**src/rtl/spram_phase_initiator.sv**
```systemverilog
// Two-phase initiator for the shared single-port RAM: phase strobes plus per-phase bus, c1 on phase 1, c2 on phase 2.
// Latency: ack in the phN_en cycle, read data with rvalid HALF+1 cycles after ack.
// Backpressure: req is held until ack; optional RAM_SEQ_RDATA_HOLD_EN registers rdata and holds it between rvalids.
module spram_phase_initiator #(
    parameter int AW   = 10,
    parameter int DW   = 32,
    parameter int HALF = 4
) (
    input  logic          clk,
    input  logic          rst_n,
    input  logic          c1_req,
    output logic          c1_ack,
    input  logic          c1_we,
    input  logic [AW-1:0] c1_addr,
    input  logic [DW-1:0] c1_wdata,
    output logic          c1_rvalid,
    output logic [DW-1:0] c1_rdata,
    input  logic          c2_req,
    output logic          c2_ack,
    input  logic          c2_we,
    input  logic [AW-1:0] c2_addr,
    input  logic [DW-1:0] c2_wdata,
    output logic          c2_rvalid,
    output logic [DW-1:0] c2_rdata,
    output logic          ph1_en,
    output logic [AW-1:0] ph1_addr,
    output logic [DW-1:0] ph1_di,
    output logic          ph1_we,
    input  logic [DW-1:0] ph1_do,
    output logic          ph2_en,
    output logic [AW-1:0] ph2_addr,
    output logic [DW-1:0] ph2_di,
    output logic          ph2_we,
    input  logic [DW-1:0] ph2_do
);
    localparam int PER = 2 * HALF;
    localparam int CW  = (PER > 2) ? $clog2(PER) : 1;
    localparam logic [CW-1:0] CNT_LAST = CW'(PER - 1);
    localparam logic [CW-1:0] CNT_MID  = CW'(HALF - 1);

    generate
        if (HALF < 2) begin : g_half_check
            $error("spram_phase_initiator: HALF must be at least 2");
        end
    endgenerate

    logic [CW-1:0] cnt_q, cnt_d;
    logic          ph1_en_q, ph1_en_d, ph2_en_q, ph2_en_d;
    logic [AW-1:0] ph1_addr_q, ph1_addr_d, ph2_addr_q, ph2_addr_d;
    logic [DW-1:0] ph1_di_q, ph1_di_d, ph2_di_q, ph2_di_d;
    logic          ph1_we_q, ph1_we_d, ph2_we_q, ph2_we_d;
    logic          rdpend1_q, rdpend1_d, rdpend2_q, rdpend2_d;
    logic          c1_rvalid_q, c1_rvalid_d, c2_rvalid_q, c2_rvalid_d;

    always_comb begin
        cnt_d       = (cnt_q == CNT_LAST) ? '0 : cnt_q + 1'b1;
        ph1_en_d    = (cnt_q == CNT_LAST);
        ph2_en_d    = (cnt_q == CNT_MID);
        ph1_addr_d  = ph1_addr_q;
        ph1_di_d    = ph1_di_q;
        ph1_we_d    = ph1_we_q;
        rdpend1_d   = rdpend1_q;
        ph2_addr_d  = ph2_addr_q;
        ph2_di_d    = ph2_di_q;
        ph2_we_d    = ph2_we_q;
        rdpend2_d   = rdpend2_q;
        c1_rvalid_d = ph2_en_q & rdpend1_q;
        c2_rvalid_d = ph1_en_q & rdpend2_q;
        // An empty slot becomes a dummy read of the previous address.
        if (ph1_en_q) begin
            ph1_we_d  = c1_req & c1_we;
            rdpend1_d = c1_req & ~c1_we;
            if (c1_req) begin
                ph1_addr_d = c1_addr;
                ph1_di_d   = c1_wdata;
            end
        end
        if (ph2_en_q) begin
            ph2_we_d  = c2_req & c2_we;
            rdpend2_d = c2_req & ~c2_we;
            if (c2_req) begin
                ph2_addr_d = c2_addr;
                ph2_di_d   = c2_wdata;
            end
        end
    end

    always_ff @(posedge clk or negedge rst_n) begin
        if (!rst_n) begin
            cnt_q       <= '0;
            ph1_en_q    <= 1'b0;
            ph2_en_q    <= 1'b0;
            ph1_addr_q  <= '0;
            ph1_di_q    <= '0;
            ph1_we_q    <= 1'b0;
            ph2_addr_q  <= '0;
            ph2_di_q    <= '0;
            ph2_we_q    <= 1'b0;
            rdpend1_q   <= 1'b0;
            rdpend2_q   <= 1'b0;
            c1_rvalid_q <= 1'b0;
            c2_rvalid_q <= 1'b0;
        end else begin
            cnt_q       <= cnt_d;
            ph1_en_q    <= ph1_en_d;
            ph2_en_q    <= ph2_en_d;
            ph1_addr_q  <= ph1_addr_d;
            ph1_di_q    <= ph1_di_d;
            ph1_we_q    <= ph1_we_d;
            ph2_addr_q  <= ph2_addr_d;
            ph2_di_q    <= ph2_di_d;
            ph2_we_q    <= ph2_we_d;
            rdpend1_q   <= rdpend1_d;
            rdpend2_q   <= rdpend2_d;
            c1_rvalid_q <= c1_rvalid_d;
            c2_rvalid_q <= c2_rvalid_d;
        end
    end

`ifdef RAM_SEQ_RDATA_HOLD_EN
    logic [DW-1:0] c1_rdata_q, c1_rdata_d, c2_rdata_q, c2_rdata_d;

    always_comb begin
        c1_rdata_d = c1_rvalid_d ? ph1_do : c1_rdata_q;
        c2_rdata_d = c2_rvalid_d ? ph2_do : c2_rdata_q;
    end

    always_ff @(posedge clk or negedge rst_n) begin
        if (!rst_n) begin
            c1_rdata_q <= '0;
            c2_rdata_q <= '0;
        end else begin
            c1_rdata_q <= c1_rdata_d;
            c2_rdata_q <= c2_rdata_d;
        end
    end

    assign c1_rdata = c1_rdata_q;
    assign c2_rdata = c2_rdata_q;
`else
    assign c1_rdata = c1_rvalid_q ? ph1_do : '0;
    assign c2_rdata = c2_rvalid_q ? ph2_do : '0;
`endif

    assign c1_ack    = ph1_en_q & c1_req;
    assign c2_ack    = ph2_en_q & c2_req;
    assign c1_rvalid = c1_rvalid_q;
    assign c2_rvalid = c2_rvalid_q;
    assign ph1_en    = ph1_en_q;
    assign ph1_addr  = ph1_addr_q;
    assign ph1_di    = ph1_di_q;
    assign ph1_we    = ph1_we_q;
    assign ph2_en    = ph2_en_q;
    assign ph2_addr  = ph2_addr_q;
    assign ph2_di    = ph2_di_q;
    assign ph2_we    = ph2_we_q;

endmodule

```
**config.mk**
```make
export PLATFORM = sky130hd
export DESIGN_NAME = spram_phase_initiator
export DESIGN_NICKNAME = d
export VERILOG_FILES = /design/src/rtl/spram_phase_initiator.sv
export SDC_FILE = /design/constraint.sdc
export NUM_CORES = 1
export LEC_CHECK = 0
export ABC_AREA = 1
export CELL_PAD_IN_SITES_DETAIL_PLACEMENT = 1
export CELL_PAD_IN_SITES_GLOBAL_PLACEMENT = 1
export CORE_AREA = 3 3 141 143
export CTS_CLUSTER_SIZE = 8
export DETAILED_ROUTE_END_ITERATION = 12
export DIE_AREA = 0 0 144 146
export PLACE_DENSITY = 0.76
export REMOVE_ABC_BUFFERS = 1
export SYNTH_ARGS = -nofsm -noshare
export SYNTH_HDL_FRONTEND = slang
export SYNTH_SLANG_ARGS = --single-unit
```
**constraint.sdc**
```tcl
create_clock -name clk -period 1.3 [get_ports clk]
set_clock_uncertainty 0.2 [all_clocks]
set_input_delay 0.26 -clock clk [delete_from_list [all_inputs] [get_ports clk]]
set_output_delay 0.26 -clock clk [all_outputs]
set_load 0.02 [all_outputs]
```
==> impl_results.md, run 1 <==
- Cell Rows: 50
- Post-Syn Area: 4315 um^2
- Total CTS buffers: 9
- Syn. warnings: 0
- Static Leakage: 4.704 nW
- Die ar.: 21020 um^2
- Critical-path top delay cell: dfrtp_2
- Min Tclk post-route: 1.722 ns
- Initial Util: 23.07%
- Vias in the first global route: 4898
- Longest Clk Path Bufs: 2
- Unique masters post-synth: 11
- Layout cell share with drive strength beyond 1: 33.30%
- Pin count of the biggest net entering global routing: 51
- WL/cell: 17.12 um
- CP Class: reg -> out
- Critical path capture point type: primary output
- Synth area leaders: dfrtp_1 (55%), nand2_1 (21%), nand3_1 (10%)
- Initial antenna violation count: 1
- Critical path cell sequence: clkbuf_16 > nand2_2 > inv_2 > buf_6
- Grt total ovfl: 0
- Tightest Hold Check Type: reg -> reg
- HPWL Detailed: 13420 um
- Clk Tree Root Cell: clkbuf_16
- Commonest non-fill, non-tap cell in the layout: nand2_1
- Max-Slew Margin vs Limit: 67.23%
- Final hold violation count: 0
- Worst setup margin: -0.4216 ns
- Worst Path Required: 0.84 ns
- All-Layer GR Usage: 16.65%
- Failing checks: negative setup slack
- Synth Instances: 541
- Yosys top cell area share: 55.09%
- Clk_lat worst skew: 0.34 ns
- Cell Pwr Density: 946.7 nW/um^2
- RSZ-0062 raised after global routing: yes
- Startpoint types: flop
- Delay-heaviest family, CP: flip-flops
- Worst path arrival time: 1.26 ns
- WL final: 19290 um
- # DRC: 0
- Die Ht: 146 um
- Fill cells: 2196
- Total number of vias: 4837
- Vias per inst: 4.292
- CP max FO: 8
- Fmax achieved: 580.9 MHz
- Run status: finished, violations left
- CTS clk-pin slew, worst paths: 0.06 ns
- GPL Wtd Cong: 0.7542
- Worst-Margin Slew: 0.4915 ns
- First-pass GRT wire length: 26960 um
- Die width: 144 um
- Antenna-violating nets left: 0
- Layout area overhead: 99.54%
- Final Setup Violations: 156
- Area leader, netlist: dfrtp_1
- Max-cap violation count: 0
- Initial drt markers: 190
- NumNets Final: 1044
- Buffers plus inverters on the worst setup path: 3
- Io pins: 310
- TritonCTS clock tree: done
- Final Cycle Share: 132.4%
- Most frequent cells in the layout: nand2_1 (213), clkdlybuf4s50_1 (150), buf_6 (139)
- Largest stage delay on the critical path: 0.48 ns
- Core area: 18710 um^2
- Clk sinks: 95
- TNS Setup: -28.39 ns
- Max IR drop VDD: 0.5065 mV
- Register area share after synthesis: 55.09%
- # port buffers: 309
- Overall power: 8.152 mW
- H-tree lvl count: 3
- Avg Cell Area, Syn: 7.977 um^2
- Pins Over Slew Limit: 0
- Drt pass-1 iters: 4
- Post-synthesis sequential element count: 95
synthesized netlist by cell type:
cell      count
nor2_1        2
ha_1          3
clkbuf_4      1
dfrtp_1      95
nand2_1     242
nand3_1      88
buf_4        11
buf_2        14
buf_6         8
nand2_2       2
inv_1        75
routing by layer:
metal | global-route usage, % | vias up | share of wire [%]
met5 | 0 | - | 0
met4 | 7.109 | 0 | 2.5
met3 | 3.089 | 27 | 6.0
met2 | 31.94 | 176 | 56
met1 | 17.24 | 2325 | 36
li1 | - | 2309 | -
worst paths after layout:
| kind | start | end | slack (ns) | cells past startpoint |
|---|---|---|---|---|
| worst max-delay path | c2_rvalid | c2_rdata[23] | -0.42 | 4 |
| worst min-delay path | cnt_q[0] | cnt_q[0] | 0.23 | 1 |
| worst max register to register | ph1_en | ph1_addr[9] | 0.02 | 4 |
| worst min register to register | cnt_q[0] | cnt_q[0] | 0.23 | 1 |
| max in group asynchronous | rst_n | c1_rvalid | 0.32 | 3 |
| min in group asynchronous | rst_n | ph2_en | 0.26 | 3 |
sequential cells by signal (all words and copies together), names as in the netlist:
name,cells
c1_rvalid,1
rdpend1_q,1
ph1_addr,10
ph2_di,32
ph2_en,1
cnt_q,3
ph2_we,1
c2_rvalid,1
ph2_addr,10
ph1_en,1
ph1_di,32
ph1_we,1
rdpend2_q,1
worst register-to-register path, delay by kind of cell, from the launching register on:
family        cells  cell delay [ns]
simple gates      2             0.20
buf+inv           2             0.32
flops             1             0.45
timing repair:
item,in CTS,in global routing
pin swaps,1,0
hold endpoints to repair,95,0
setup buffers,14,26
gates resized for setup,857,138
hold buffers,1,0
endpoints found under the setup margin,245,207
cloned,2,4
cell type report:
| class | instances | area, um^2 | area share [%] |
|---|---|---|---|
| well taps | 234 | 292.8 | 3.400 |
| clock inverters | 3 | 42.54 | 0.4940 |
| diodes | 1 | 2.502 | 0.02906 |
| clock buffers | 13 | 250.2 | 2.906 |
| inverters | 75 | 284.0 | 3.298 |
| flip-flops and latches | 95 | 2381 | 27.65 |
| repair buffers | 369 | 3825 | 44.42 |
| multi-input cells | 337 | 1533 | 17.80 |
through the flow:
step	cell area [um^2]	hold WS, ns	utilization [%]	worst slack [ns]	instances
after CTS	8188	0.2225	43.77	-0.5284	1099
after global routing	8611	0.2425	46.03	-0.4626	1127
after floorplan	4065	-0.2356	-	-1.196	507
final	8611	0.2301	46.03	-0.4216	1127
after global placement	7595	0.07210	40.60	-0.6476	1066
after detailed placement	7595	0.07673	40.60	-0.6430	1066
cell families after synthesis:
family        Yosys count  synth area share, %
simple gates          334                31.72
fa+ha+maj               3               0.8699
buf+inv               109                12.32
flops                  95                55.09
report_power, final:
group / switching [mW] / internal (mW) / total [mW]
sequential: 0.184 / 3.20 / 3.38
combinational: 0.910 / 1.17 / 2.08
clock: 1.15 / 1.55 / 2.69
total: 2.24 / 5.91 / 8.15
Power figures use the tool's default switching activity.
==> run 2, diff against run 1 <==
Settings changed: CAP_MARGIN set to 0.
==> results of run 2 <==
Final layout, timing and power as in run 1 (identical DEF).
